### src/rtl/hermes_switch_control.sv
// ----------------------------------------------------------------------------
// hermes_switch_control
//
// Routing and arbitration controller for one Hermes router. Input buffers
// raise a header request; one requester per round is picked round-robin. The
// XY route is computed from the head flit and checked against the turn rules
// and the free mask. A legal request for a free output programs the crossbar
// select tables. A connection is torn down when its input finishes sending.
//
// Port index encoding: 0=E, 1=W, 2=N, 3=S, 4=L. Any tab value >= 5 (3'b111 is
// the one produced here) means "no connection".
//
// Ports:
//   clock      rising-edge clock
//   reset_n    synchronous active-low reset
//   h          per input: header flit waiting at buffer head
//   header     head flit of each input, port p at [p*FLIT_W +: FLIT_W]
//   sender     per input: packet transfer in progress
//   ack_h      one-cycle header accept pulse to the granted input
//   free       per output: 1 = unallocated
//   tab_in     per input, 3-bit output index it drives (3'b111 = none)
//   tab_out    per output, 3-bit input index feeding it (3'b111 = none)
//   route_err  one-cycle pulse: header requested an illegal turn
// ----------------------------------------------------------------------------
module hermes_switch_control #(
  parameter logic [3:0] ADDR_X = 4'd0,
  parameter logic [3:0] ADDR_Y = 4'd0,
  parameter int         FLIT_W = 16
) (
  input  logic                  clock,
  input  logic                  reset_n,
  input  logic [4:0]            h,
  input  logic [5*FLIT_W-1:0]   header,
  input  logic [4:0]            sender,
  output logic [4:0]            ack_h,
  output logic [4:0]            free,
  output logic [14:0]           tab_in,
  output logic [14:0]           tab_out,
  output logic                  route_err
);

  localparam logic [2:0] PORT_E    = 3'd0;
  localparam logic [2:0] PORT_W    = 3'd1;
  localparam logic [2:0] PORT_N    = 3'd2;
  localparam logic [2:0] PORT_S    = 3'd3;
  localparam logic [2:0] PORT_L    = 3'd4;
  localparam logic [2:0] PORT_NONE = 3'd7;

  typedef enum logic [1:0] {S_IDLE, S_ARB, S_ROUTE, S_GRANT} state_e;

  state_e     state_q, state_d;
  logic [2:0] ptr_q, ptr_d;
  logic [2:0] sel_q, sel_d;
  logic [7:0] tgt_q, tgt_d;
  logic [2:0] dest_q, dest_d;
  logic [4:0] sender_q;
  logic [4:0] ack_h_q, ack_h_d;
  logic       route_err_q, route_err_d;
  logic [4:0] free_q, free_d;
  logic [2:0] tab_in_q [5];
  logic [2:0] tab_in_d [5];
  logic [2:0] tab_out_q [5];
  logic [2:0] tab_out_d [5];

  logic [4:0] cand;
  logic [4:0] fall;
  logic [7:0] hdr_tgt [5];
  logic       found;
  logic [2:0] pick;
  logic [3:0] idx;
  logic [2:0] route_dest;
  logic       illegal;

  // Target address field of every head flit.
  always_comb begin
    for (int p = 0; p < 5; p++) begin
      hdr_tgt[p] = header[p*FLIT_W +: 8];
    end
  end

  // A port competes only while it has a header and is not already sending.
  assign cand = h & ~sender;
  assign fall = sender_q & ~sender;

  // Round-robin search starting just after the last selected port.
  // NOTE: every variable assigned in an always_comb gets a default first, so
  // no path can leave it unassigned and infer a latch.
  always_comb begin
    found = 1'b0;
    pick  = ptr_q;
    idx   = 4'd0;
    for (int k = 1; k <= 5; k++) begin
      idx = 4'(ptr_q) + 4'(k);
      if (idx >= 4'd5) idx = idx - 4'd5;
      if (!found && cand[idx]) begin
        found = 1'b1;
        pick  = 3'(idx);
      end
    end
  end

  // XY routing: resolve X first, then Y, then deliver locally.
  always_comb begin
    if (tgt_q[7:4] > ADDR_X)      route_dest = PORT_E;
    else if (tgt_q[7:4] < ADDR_X) route_dest = PORT_W;
    else if (tgt_q[3:0] > ADDR_Y) route_dest = PORT_N;
    else if (tgt_q[3:0] < ADDR_Y) route_dest = PORT_S;
    else                          route_dest = PORT_L;
    // U-turns and Y-to-X turns are forbidden under XY routing.
    illegal = (route_dest == sel_q) ||
              (((sel_q == PORT_N) || (sel_q == PORT_S)) &&
               ((route_dest == PORT_E) || (route_dest == PORT_W)));
  end

  always_comb begin
    state_d     = state_q;
    ptr_d       = ptr_q;
    sel_d       = sel_q;
    tgt_d       = tgt_q;
    dest_d      = dest_q;
    ack_h_d     = '0;
    route_err_d = 1'b0;
    free_d      = free_q;
    tab_in_d    = tab_in_q;
    tab_out_d   = tab_out_q;

    // Release runs every cycle. It is applied before the grant so that a grant
    // in the same cycle (always to a different output) also takes effect.
    for (int i = 0; i < 5; i++) begin
      if (fall[i] && (tab_in_q[i] < 3'd5)) begin
        free_d[tab_in_q[i]]    = 1'b1;
        tab_out_d[tab_in_q[i]] = PORT_NONE;
        tab_in_d[i]            = PORT_NONE;
      end
    end

    case (state_q)
      S_IDLE: begin
        if (cand != '0) state_d = S_ARB;
      end
      S_ARB: begin
        if (found) begin
          sel_d   = pick;
          tgt_d   = hdr_tgt[pick];
          // The pointer advances even if the grant later fails, so a blocked
          // port waits behind the others instead of hogging the arbiter.
          ptr_d   = pick;
          state_d = S_ROUTE;
        end else begin
          state_d = S_IDLE;
        end
      end
      S_ROUTE: begin
        dest_d = route_dest;
        if (illegal) begin
          route_err_d = 1'b1;
          state_d     = S_IDLE;
        end else if (!free_q[route_dest]) begin
          state_d = S_IDLE;
        end else begin
          state_d = S_GRANT;
        end
      end
      S_GRANT: begin
        ack_h_d[sel_q]    = 1'b1;
        free_d[dest_q]    = 1'b0;
        tab_in_d[sel_q]   = dest_q;
        tab_out_d[dest_q] = sel_q;
        state_d           = S_IDLE;
      end
      default: state_d = S_IDLE;
    endcase
  end

  // NOTE: sequential state uses non-blocking assignments so every register
  // samples its next value from the same pre-edge snapshot.
  always_ff @(posedge clock) begin
    if (!reset_n) begin
      state_q     <= S_IDLE;
      ptr_q       <= PORT_L;
      sel_q       <= PORT_E;
      tgt_q       <= '0;
      dest_q      <= PORT_E;
      sender_q    <= '0;
      ack_h_q     <= '0;
      route_err_q <= 1'b0;
      free_q      <= '1;
      // NOTE: the select tables are live connection state rather than bulk
      // storage, so they must be reset to drop every connection.
      for (int p = 0; p < 5; p++) begin
        tab_in_q[p]  <= PORT_NONE;
        tab_out_q[p] <= PORT_NONE;
      end
    end else begin
      state_q     <= state_d;
      ptr_q       <= ptr_d;
      sel_q       <= sel_d;
      tgt_q       <= tgt_d;
      dest_q      <= dest_d;
      sender_q    <= sender;
      ack_h_q     <= ack_h_d;
      route_err_q <= route_err_d;
      free_q      <= free_d;
      tab_in_q    <= tab_in_d;
      tab_out_q   <= tab_out_d;
    end
  end

  assign ack_h     = ack_h_q;
  assign free      = free_q;
  assign route_err = route_err_q;

  for (genvar g = 0; g < 5; g++) begin : g_tab
    assign tab_in[3*g +: 3]  = tab_in_q[g];
    assign tab_out[3*g +: 3] = tab_out_q[g];
  end

endmodule

### config.mk
export PLATFORM = sky130hd
export DESIGN_NAME = hermes_switch_control
export DESIGN_NICKNAME = d
export VERILOG_FILES = /design/src/rtl/hermes_switch_control.sv
export SDC_FILE = /design/constraint.sdc
export NUM_CORES = 1
export LEC_CHECK = 0
export CELL_PAD_IN_SITES_DETAIL_PLACEMENT = 0
export CELL_PAD_IN_SITES_GLOBAL_PLACEMENT = 1
export CORE_ASPECT_RATIO = 0.9
export CORE_MARGIN = 5
export CORE_UTILIZATION = 34
export CTS_CLUSTER_SIZE = 25
export DETAILED_ROUTE_END_ITERATION = 10
export GPL_ROUTABILITY_DRIVEN = 0
export PLACE_DENSITY_LB_ADDON = 0.1
export SETUP_SLACK_MARGIN = 0.02
export SYNTH_ARGS = -nofsm -noshare
export SYNTH_HDL_FRONTEND = slang
export SYNTH_SLANG_ARGS = --single-unit
export TNS_END_PERCENT = 1
### constraint.sdc
create_clock -name clock -period 5.4 [get_ports clock]
set_input_delay 0.81 -clock clock [delete_from_list [all_inputs] [get_ports clock]]
set_output_delay 0.81 -clock clock [all_outputs]
set_load 0.05 [all_outputs]
Word-level counts from Yosys, hierarchy flattened
Cells that the tools add are included.
- register bits: 65
- output and inout port bits: 41
- word-level logic and storage cells: 234
- add/subtract/negate cells: 10
- $lt $le $gt $ge: 49
- eq/ne operators: 8
- mux-type cells: 88
- bitwise gates (word level): 23
- reduce and logical (&&, ||, !) cells: 37
- operators by type and width (operator ; number):
    $mux W15 ; 7
    $or A15 B15 Y15 ; 5
    $demux W3 S3 ; 7
    $mux W3 ; 21
    $lt A4 B1 Y1 const B ; 9
    $ge A4 B4 Y1 const B ; 8
    $lt A3 B4 Y1 const B ; 8
    $not A3 Y4 ; 8
    $bwmux W15 ; 2
    $mux W5 ; 6
    $or A5 B5 Y5 ; 5
    $bmux W8 S3 ; 1
    $logic_and A1 B1 Y1 ; 24
    $demux W1 S3 ; 7
    $ge A3 B1 Y1 const B ; 7
    $ge A4 B3 Y1 const B ; 5
    $lt A4 B4 Y1 const B ; 5
    $mux W4 ; 5
    $sub A4 B3 Y4 const B ; 5
    $mux W1 ; 19
    $bmux W1 S3 ; 6
    $mux W8 ; 2
    $and A5 B5 Y5 ; 3
    $lt A3 B3 Y1 const B ; 5
    other kinds (19) ; 35

Longest topological paths before layout
Gate-level depths: netlist of run 1.
- word-level depth: 22
- mapped depth: 19

Worst setup path after synthesis of run 1
Ideal clock, no wire load.
- path kind: register to register
- from: register ptr_q[0]
- to: register tgt_q[5]
- setup time: 0.129 ns
- arrival: 3.904 ns
- slack: 1.366 ns
- stages on the path, launching flop included: 18
- path through: dfxtp_1 -> buf_2 -> buf_2 -> inv_1 -> ha_1 -> inv_1 -> fa_1 -> buf_2 -> or3_4 -> and3_4 -> o21a_1 -> or3_4 -> a211o_1 -> a311o_4 -> buf_6 -> and3_1 -> o21ai_1 -> a31oi_1
- word-level cells in the longest chain between the ends: 22
- elaborated cells between the ends (all ways): 53
- ends and longest elaborated chain (what ; line ; source):
    from (decl) ; 52 ; logic [2:0] ptr_q, ptr_d;
    from (signal assigned) ; 196 ; ptr_q <= ptr_d;
    $add A3 B1 Y4 ; 93 ; idx = 4'(ptr_q) + 4'(k);
    $sub A4 B3 Y4 or $ge A4 B3 Y1 (tied branches) ; 94 ; if (idx >= 4'd5) idx = idx - 4'd5;
    $mux W4 ; 94 ;
    $bmux W1 S3 ; 95 ; if (!found && cand[idx]) begin
    $mux W1 (not written as such) ; 95 ;
    $mux W1 ; 95 ;
    $logic_not A1 Y1 ; 95 ;
    $logic_and A1 B1 Y1 ; 95 ;
    (+5 left out) ; -- ;
    $logic_and A1 B1 Y1 ; 95 ;
    $mux W1 ; 95 ;
    $logic_not A1 Y1 ; 95 ;
    $logic_and A1 B1 Y1 ; 95 ;
    $mux W3 ; 95 ;
    $not A3 Y4 (not written as such) ; 144 ; tgt_d = hdr_tgt[pick];
    $bmux W8 S3 ; 144 ;
    $mux W8 (not written as such) (2 in series) ; 144 ;
    to (signal assigned) ; 198 ; tgt_q <= tgt_d;
    to (decl) ; 54 ; logic [7:0] tgt_q, tgt_d;
Parallel ways exist; a longest one is shown, timed or not. The select of a mux whose other input is x is not followed.
A chain may end at the register's enable or synchronous reset.

Final worst setup path of run 1
- from: register ptr_q[0]
- to: register tgt_q[1]
The elaborated chain is that of the path after synthesis.

==> impl_results.md, run 1 <==
* Global route total overflow at 0
* CTS buffer count at 9
* # setup viols final at 0
* Largest net degree at the start of global routing at 46
* Main synth FF type: dfxtp_1
* Final Util at 44.98%
* Worst slew margin at 36.04%
* HPWL Detailed at 10,030 um
* Worst Tran Pin Value at 947.4 ps
* PwrDens at 547.7 mW/mm2
* Max-Cap Viols at 0
* Layout cells sized above 1 at 10.90%
* Switching Share at 47.48%
* Postcts setup bufs at 0
* Fillers at 1,274
* Initial antenna violation count at 0
* R2r setup slk at 1040 ps
* Post-route insts no fill at 788
* Number of global-route vias before repair at 4,170
* Yosys Warn Count at 0
* Main combinational cell family by area after synthesis: simple AND/OR/NAND/NOR gates
* Clk network pwr share at 16.9%
* Hold slack at 442.0 ps
* Fraction of the mapped netlist area in adder cells at 3.667%
* Setup Skew at 11.57 ps
* Crit-path cells: buf_4, ha_1, or3b_1, a221oi_2, mux2i_1, o221ai_2, o31ai_1, and4_2, a311o_4, nand2_1, a221oi_1, a31oi_1
* Final Hold Fails at 0
* Ports at 133
* Min-delay worst type: flop to flop
* Root buf cell: clkbuf_16
* Die H at 116.7 um
* Synthesized instance count at 530
* Clock sinks at 62
* Reg2reg end: tgt_q[1]
* Synth top area cells: dfxtp_1, o21ai_0, nand2_1
* Synthesis-stage register bit count at 62
* RSZ-0062 raised after global routing: no
* Detailed Routing Iterations Pass 1 at 5
* Type of origin of the critical path: flop
* CP Capture Type: flop
* Synthesized Nets at 634
* Register share of total power at 18.2%
* Syn Std Cell Area at 0.004299 mm2
* Count of pins over their slew limit at 0
* Die area at 0.01500 mm2
* H-tree depth at 3
* Final worst-path cycle share at 80.83%
* Area share of xor/xnor cells in the synthesized design at 0.8149%
* PnR worst setup slack at 1035 ps
* Post-CTS Resized at 0
* Post-synth cell types at 83
* Number of synthesized flops with an enable pin at 0
* GRT Util Overall at 17.27%
* DRC errors left at 0
* Int Pwr at 1.623 mW
* Compound-Gate Fraction of Synth Area at 25.70%
* Final worst path period need at 4365 ps
* Post-DR wirelength/cell at 16.53 um
* Max VDD drop at 0.2571 mV
* Cell area after layout at 0.005640 mm2
* Critical Path Sink: tgt_q[1]
* R2R cell count at 12
* Core outline area at 0.01254 mm2
* Hold Buf Count CTS at 0
* Total Power at 3.089 mW
* Crit Path Max Fanout at 40
* # diodes at 0
* Via count at 4,339
* Max clock buf depth at 2
* Mean post-synth cell area at 8.112 um2
* DRT antenna net count at 0
* Mux contribution to synthesized area at 3.609%
* Fmax at 229.1 MHz
* Switching power total at 1.467 mW
* Dpl cells at 772
* Req. time, crit path at 5590 ps
* Count of buffers from port buffering at 92
* Lkg Pwr at 2.119 nW
* Placed Area at 0.005366 mm2
* First-pass GRT wire length at 21,220 um
* Worst flop-to-flop path startpoint: ptr_q[0]
* Area grow syn2layout at 31.20%
* Critical path's largest stage delay at 490 ps
* Sequential area share after synthesis at 28.87%
* Iteration-0 DRC Markers at 279
* Vias/cell at 5.506
* CTS tree: built
* Initial Util at 34.28%
* Core Rows at 39
* Top-area cell type share of the netlist area at 28.87%
* Clock latency at the later pin of the worst-skew pair at 320 ps
* Crit Path Category: flop to flop
* Status: finished clean
* Critical Path AT at 4560 ps
* Yosys top cell by area: dfxtp_1
* Place WS at 1044 ps
* Comb power frac at 64.9%
* Reg clk slew, reported paths at 60 ps
* Crit path from: ptr_q[0]
* Overall routed net length at 13,020 um
* Synth Area in Simple Gates at 32.48%
* Setup tns final at 0 ps
* CP max stage cell: a221oi_1
* Layout net count at 723
* DIE WIDTH at 128.5 um
* FFs w/ async S/R, synth at 0%
[layout by cell type (no fill, tap or decap), types with 14 or more instances in the layout]
master and count:
a21oi_1 21, buf_4 14, clkdlybuf4s50_1 92, dfxtp_1 62, nand2_1 39, nand2b_1 21, nand3_1 19, nor2_1 35
nor2b_1 16, nor3_1 22, nor4_1 15, o21ai_0 39
[synth_stat cells, types with 13 or more instances]
cell type / number
o21ai_0: 39
nor4_1: 15
nor3_1: 22
nand2_1: 39
dfxtp_1: 62
and2_1: 13
nand3_1: 19
nor2b_1: 16
a21oi_1: 21
nand2b_1: 21
nor2_1: 35
[critical path, delay by kind of cell (launching register included)]
| kind | cells | cell delay (ps) |
|---|---|---|
| DFF | 1 | 330 |
| AOI/OAI and AO/OA | 6 | 1720 |
| adders and majority gates | 1 | 460 |
| buffers and inverters | 1 | 380 |
| and+or+nand+nor | 3 | 970 |
| muxes | 1 | 370 |
[logic make-up after synthesis]
family / Yosys count
mux: 14
buf+inv: 40
flops: 62
xor+xnor: 4
compound gates: 153
simple gates: 245
fa+ha+maj: 12
[layer usage]
layer / up-vias / wire length [um] / GRT usage (%)
li1: 2155 / - / -
met1: 2008 / 6132 / 23.31
met2: 158 / 5799 / 27.46
met3: 18 / 829 / 3.658
met4: 0 / 261 / 6.018
met5: - / 0 / 0
[sequential cells by signal, summed over array words and instances, names as in the netlist]
| name | cells |
|---|---|
| state_q | 2 |
| dest_q | 2 |
| sender_q | 5 |
| sel_q | 1 |
| route_err | 1 |
| tab_in | 15 |
| tab_out | 15 |
| ack_h | 5 |
| tgt_q | 8 |
| ptr_q | 3 |
| free | 5 |
[worst min path at each step]
| stage | from | endpoint | slack (ps) | depth (start not counted) |
|---|---|---|---|---|
| after floorplan | tgt_q[0] | tgt_q[0] | 510 | 2 |
| after global placement | tab_out[4] | tab_out[4] | 420 | 1 |
| after detailed placement | tab_out[4] | tab_out[4] | 430 | 1 |
| after CTS | tab_out[4] | tab_out[4] | 440 | 1 |
| after global routing | tab_out[4] | tab_out[4] | 460 | 1 |
| final | tab_out[4] | tab_out[4] | 440 | 1 |
[layout make-up]
class	count	area, um2	share of cell area (%)
clock buffer	9	225.2	3.993
clock inverter	7	48.80	0.8651
inverter	12	45.04	0.7986
multi-input combinational	428	2849	50.51
sequential	62	1241	22.01
tap	164	205.2	3.638
timing repair buffer	106	1026	18.19
[power by group through the flow]
stage          sequential, mW  clock, mW  combinational (mW)
6_report                0.562      0.521                2.01
4_1_cts                 0.562      0.538                2.01
3_5_place_dp            0.571          0                2.00
5_1_grt                 0.571      0.556                2.21
3_3_place_gp            0.570          0                1.96
2_1_floorplan           0.592          0                1.54
Note: power is estimated with default switching activity, not from simulation.
==> run 2: changes to the inputs <==
CORE_UTILIZATION = 31   (was 34)
clock period = 3.6 ns   (was 5.4 ns; I/O delays follow)
==> run 2 against run 1 <==
The run now ends with negative setup slack left. Global-route usage is 0.18 points higher. Wire length grew 9.7%. Final cell count up 11%. Combinational power increased by 130%. First-iteration DRC count down 11%. Worst setup slack worse by 1100 ps. Count of clock-buffer cells in the layout is 4 higher. Critical endpoint is now tgt_q[7]. Largest power group unchanged. Highest routed layer unchanged.
==> impl_results.md, run 2 (synthesis gave the netlist of run 1 again) <==
* R2R cell count at 16 (+4)
* Commonest non-fill, non-tap cells in the layout: clkdlybuf4s50_1, buf_4, dfxtp_1
* CP max stage cell: or3_4
* Count of pins over their slew limit at 0 (unchanged)
* H-tree depth at 3 (unchanged)
* CP Capture Type: flop
* Violated checks: negative setup slack
* Layout cells sized above 1 at 25.92% (+15 points)
* Min-delay worst type: flop to flop
* Area grow syn2layout at 55.76%
* Req. time, crit path at 3790 ps (-1800 ps)
* Placed Area at 0.006016 mm2 (+12%)
* Initial Util at 31.93% (-2.3 points)
* Largest net degree at the start of global routing at 43 (-6.5%)
* Core outline area at 0.01346 mm2 (+7.4%)
* Worst slew margin at 30.64% (-5.4 points)
* Hold depth at 1 (unchanged)
* Hold Buf Count CTS at 0 (unchanged)
* Clock latency at the later pin of the worst-skew pair at 320 ps (about the same)
* Clock sinks at 62 (unchanged)
* CTS tree: built
* Lkg Pwr at 2.634 nW (+24%)
* Vias/cell at 5.252 (-4.6%)
* Final Util at 49.74% (+4.8 points)
* Crit Path Max Fanout at 8 (-80%)
* Post-DR wirelength/cell at 16.28 um (-1.5%)
* Setup Skew at 7.086 ps (-4.479 ps)
* Fmax at 276.6 MHz (+21%)
* GRT Util Overall at 17.45% (+0.18 points)
* Cell area after layout at 0.006696 mm2 (+19%)
* Die area at 0.01633 mm2 (+8.9%)
* DRT antenna net count at 0 (unchanged)
* Final worst-path cycle share at 100.4% (+20 points)
* Global route total overflow at 0 (unchanged)
* DIE WIDTH at 134.1 um (+4.4%)
* Via count at 4,611 (+6.3%)
* Count of buffers from port buffering at 92 (unchanged)
* Most used cell, CP: buf_6
* Overall routed net length at 14,290 um (+9.7%)
* Iteration-0 DRC Markers at 247 (-11%)
* # setup viols final at 2 (+2)
* Max layer used: met4
* Max VDD drop at 0.5148 mV (+100%)
* Core Rows at 40 (+2.6%)
* Type of origin of the critical path: flop
* Worst Tran Pin Value at 1031 ps (+83.52 ps)
* Max-Cap Viols at 0 (unchanged)
* Detailed Routing Iterations Pass 1 at 4 (-1)
* Reg clk slew, reported paths at 50 ps (about the same)
* DRC errors left at 0 (unchanged)
* Die H at 121.7 um (+4.3%)
* Layout net count at 809 (+12%)
* # diodes at 0 (unchanged)
* R2r setup slk at -10 ps (-1050 ps)
* First-pass GRT wire length at 23,120 um (+9.0%)
* Initial antenna violation count at 0 (unchanged)
* Status: finished with violations
* PnR worst setup slack at -14.96 ps (-1050 ps)
* DR WL met2 at 6421 um (+11%)
* HPWL Detailed at 11,030 um (+10%)
* Met3 wire length at 671 um (-19%)
* Crit-path cells: buf_6, ha_4, inv_2, fa_2, buf_4, o21ai_0, o22ai_1, o21a_4, or3_4, buf_6, a211o_4, a311oi_4, buf_6, nor4_1, a221oi_1, a31oi_1
* Critical Path AT at 3810 ps (-750 ps)
* CTS buffer count at 9 (unchanged)
* Ports at 133 (unchanged)
* PwrDens at 977.5 mW/mm2 (+78%)
* Critical path's largest stage delay at 380 ps (-110 ps)
* Cell count along the critical path at 16 (+4)
* Wire length on met1 at 6983 um (+14%)
* Final worst path period need at 3615 ps (-749.6 ps)
* RSZ-0062 raised after global routing: yes
* Crit Path Category: flop to flop
* Max clock buf depth at 2 (unchanged)
* Crit-path leading delay family: compound AO/OA/AOI/OAI gates
* Final Hold Fails at 0 (unchanged)
* WP buf/inv at 5 (+4)
* Root buf cell: clkbuf_16
* Commonest non-fill, non-tap cell in the layout: clkdlybuf4s50_1
* Number of global-route vias before repair at 4,631 (+11%)
* Place WS at -121.8 ps (-1166 ps)
==> run 2: cell count changes in the layout (fill, tap and decap cells not counted), moves of 3 or more <==
| cell | previous run | this run |
|---|---|---|
| a221oi_1 | 7 | 1 |
| a221oi_2 | 2 | 6 |
| buf_4 | 14 | 88 |
| buf_6 | 0 | 9 |
| bufinv_16 | 0 | 3 |
| ha_1 | 11 | 8 |
| nor4_1 | 15 | 11 |
| nor4_2 | 1 | 5 |
==> run 2: cell type report <==
type	count	area, um2
Clock inverter	3	90.09
Sequential cell	62	1249
Timing Repair Buffer	192	1750
Tap cell	168	210.2
Clock buffer	13	260.3
Multi-Input combinational cell	428	3083
Inverter	12	53.80
Fill cell	1318	6766
==> run 2: metrics by stage <==
stage	instances	total power, mW	hold slack (ps)	setup TNS (ps)
detailed placement	850	4.789	424.9	-743.7
global route	878	6.972	451.8	-1382
global placement	850	4.733	421.0	-446.8
floorplan	530	3.312	512.6	-1118
finish	878	6.546	437.6	-25.31
CTS	876	6.322	438.2	-115.3
==> run 2: final timing paths <==
path,from,endpoint
setup / recovery,ptr_q[1],tgt_q[7]
hold / removal,tab_out[5],tab_out[5]
setup reg to reg,ptr_q[1],tgt_q[7]
hold reg to reg,tab_out[5],tab_out[5]
==> run 2: metal layers <==
metal,up-vias,track usage (%)
met3,12,4.088
li1,2328,-
met5,-,0
met1,2156,23.78
met2,115,27.90
met4,0,4.517
==> run 2: where the power goes <==
group,internal [mW],switching [mW]
sequential,0.765,0.0907
clock,0.714,0.292
combinational,2.37,2.31
==> run 2: repair_timing <==
action                     CTS  global route
setup endpoints to repair    8             8
resized for setup           26            16
pin swaps                   19             7
gates cloned                 1             0
buffers inserted             9             2
==> run 3: changes to the inputs <==
CORE_UTILIZATION = 34   (was 31)
clock period = 4.1 ns   (was 3.6 ns; I/O delays follow)
==> run 3 against run 2 <==
The flow now finishes without violations. Combinational power is 35% lower. Cell area fell by 11%. Critical path type unchanged. Final cell count decreased by 7.4%. Sequential power decreased by 13%. Sequential cell count unchanged. Maximum frequency decreased by 7.6%. Sequential share of layout area grew 2.3 points.
==> impl_results.md, run 3 (synthesis gave the netlist of run 1 again) <==
* PwrDens at 771.4 mW/mm2 (-21%)
* DRC errors left at 0 (unchanged)
* Final Util at 47.36% (-2.4 points)
* GRT Util Overall at 17.48% (+0.033 points)
* Ports at 133 (unchanged)
* Worst Tran Pin Value at 923.8 ps (-107.1 ps)
* # diodes at 0 (unchanged)
* Min-delay worst type: flop to flop
* Global route total overflow at 0 (unchanged)
* Detailed Routing Iterations Pass 1 at 4 (unchanged)
* Crit Path Max Fanout at 8 (unchanged)
* Critical path's largest stage delay at 450 ps (+70 ps)
* Layout net count at 748 (-7.5%)
* RSZ-0062 raised after global routing: yes
* Final worst-path cycle share at 95.38% (-5.0 points)
* Commonest non-fill, non-tap cell in the layout: clkdlybuf4s50_1
* Type of origin of the critical path: flop
* Clock sinks at 62 (unchanged)
* Core Rows at 39 (-2.5%)
* Initial Util at 34.28% (+2.3 points)
* Final worst path period need at 3911 ps (+295.7 ps)
* WP buf/inv at 1 (-4)
* Post-CTS Resized at 0 (-100%)
* Crit-path cells: clkinvlp_4, ha_2, nor2b_1, a221oi_2, mux2i_2, o221ai_2, o31ai_1, and4_2, or2_1, nand2_1, a221oi_1, a31oi_1
* Setup Skew at 11.99 ps (+4.900 ps)
* Status: finished clean
* CTS buffer count at 9 (unchanged)
* Total Power at 4.582 mW (-30%)
* CTS tree: built
* Largest net degree at the start of global routing at 34 (-21%)
* Overall routed net length at 13,040 um (-8.8%)
* Via count at 4,338 (-5.9%)
* Placed Area at 0.005554 mm2 (-7.7%)
* Area grow syn2layout at 38.15%
* DIE WIDTH at 128.5 um (-4.2%)
* Req. time, crit path at 4300 ps (+510 ps)
* H-tree depth at 3 (unchanged)
* Core outline area at 0.01254 mm2 (-6.8%)
* Count of buffers from port buffering at 92 (unchanged)
* CP Capture Type: flop
* Iteration-0 DRC Markers at 261 (+5.7%)
* # setup viols final at 0 (-2)
* Count of pins over their slew limit at 0 (unchanged)
* Fmax at 255.7 MHz (-7.6%)
* Critical Path AT at 4110 ps (+300 ps)
* Die H at 116.7 um (-4.1%)
* Commonest non-fill, non-tap cells in the layout: clkdlybuf4s50_1, dfxtp_1, o21ai_0, buf_4, nand2_1
* Initial antenna violation count at 0 (unchanged)
* Hold Buf Count CTS at 0 (unchanged)
* Cell area after layout at 0.005939 mm2 (-11%)
* Reg clk slew, reported paths at 60 ps (about the same)
* Hold slack at 439.5 ps (+1.896 ps)
* Max-Cap Viols at 0 (unchanged)
* HPWL Detailed at 10,290 um (-6.7%)
* Layout cells sized above 1 at 16.49% (-9.4 points)
* Lkg Pwr at 2.263 nW (-14%)
* Worst slew margin at 37.85% (+7.2 points)
* Number of global-route vias before repair at 4,225 (-8.8%)
* Final Hold Fails at 0 (unchanged)
* First-pass GRT wire length at 21,260 um (-8.1%)
* Crit-path leading delay family: compound AO/OA/AOI/OAI gates
* Root buf cell: clkbuf_16
* Clock latency at the later pin of the worst-skew pair at 320 ps (about the same)
* Max clock buf depth at 2 (unchanged)
* Post-DR wirelength/cell at 16.04 um (-1.5%)
* Postcts setup bufs at 0 (-9)
* CP max stage cell: a221oi_1
* Max VDD drop at 0.4416 mV (-14%)
* DRT antenna net count at 0 (unchanged)
* Die area at 0.01500 mm2 (-8.2%)
* Vias/cell at 5.336 (+1.6%)
* Crit Path Category: flop to flop
==> run 3: worst paths after layout <==
kind | from | endpoint | slack [ps] | depth (start not counted)
worst max-delay path | ptr_q[1] | tgt_q[3] | 190 | 12
worst min-delay path | free[3] | free[3] | 440 | 1
worst max register to register | ptr_q[1] | tgt_q[3] | 190 | 12
worst min register to register | free[3] | free[3] | 440 | 1
==> run 3: per-stage QoR <==
step | TNS, ps | setup WS, ps | instances
floorplan | 0 | 66.43 | 530
global placement | 0 | 86.53 | 797
detailed placement | 0 | 64.25 | 797
CTS | 0 | 48.49 | 813
global route | -65.44 | -41.13 | 813
finish | 0 | 189.3 | 813
==> run 3: cell type report <==
| class | count | area [um2] |
|---|---|---|
| clock buffer | 11 | 252.7 |
| clock inverter | 5 | 63.81 |
| fill | 1215 | 6601 |
| inverter | 12 | 48.80 |
| multi-input combinational | 428 | 2914 |
| sequential | 62 | 1241 |
| tap | 164 | 205.2 |
| timing repair buffer | 131 | 1214 |
==> run 3: metal layers <==
metal  global-route usage (%)  vias to the layer above  routed length [um]
li1                         -                     2199                   -
met1                    22.59                     1999                5984
met2                    30.02                      127                6082
met3                    3.704                       13                 783
met4                    4.129                        0                 187
met5                        0                        -                   0
==> run 3: power by group <==
group	internal, mW	switching [mW]	total, mW	leakage, nW
Clock	0.509	0.280	0.789	0.153
Combinational	1.31	1.74	3.05	1.61
Sequential	0.668	0.0750	0.743	0.505
Total	2.49	2.09	4.58	2.26
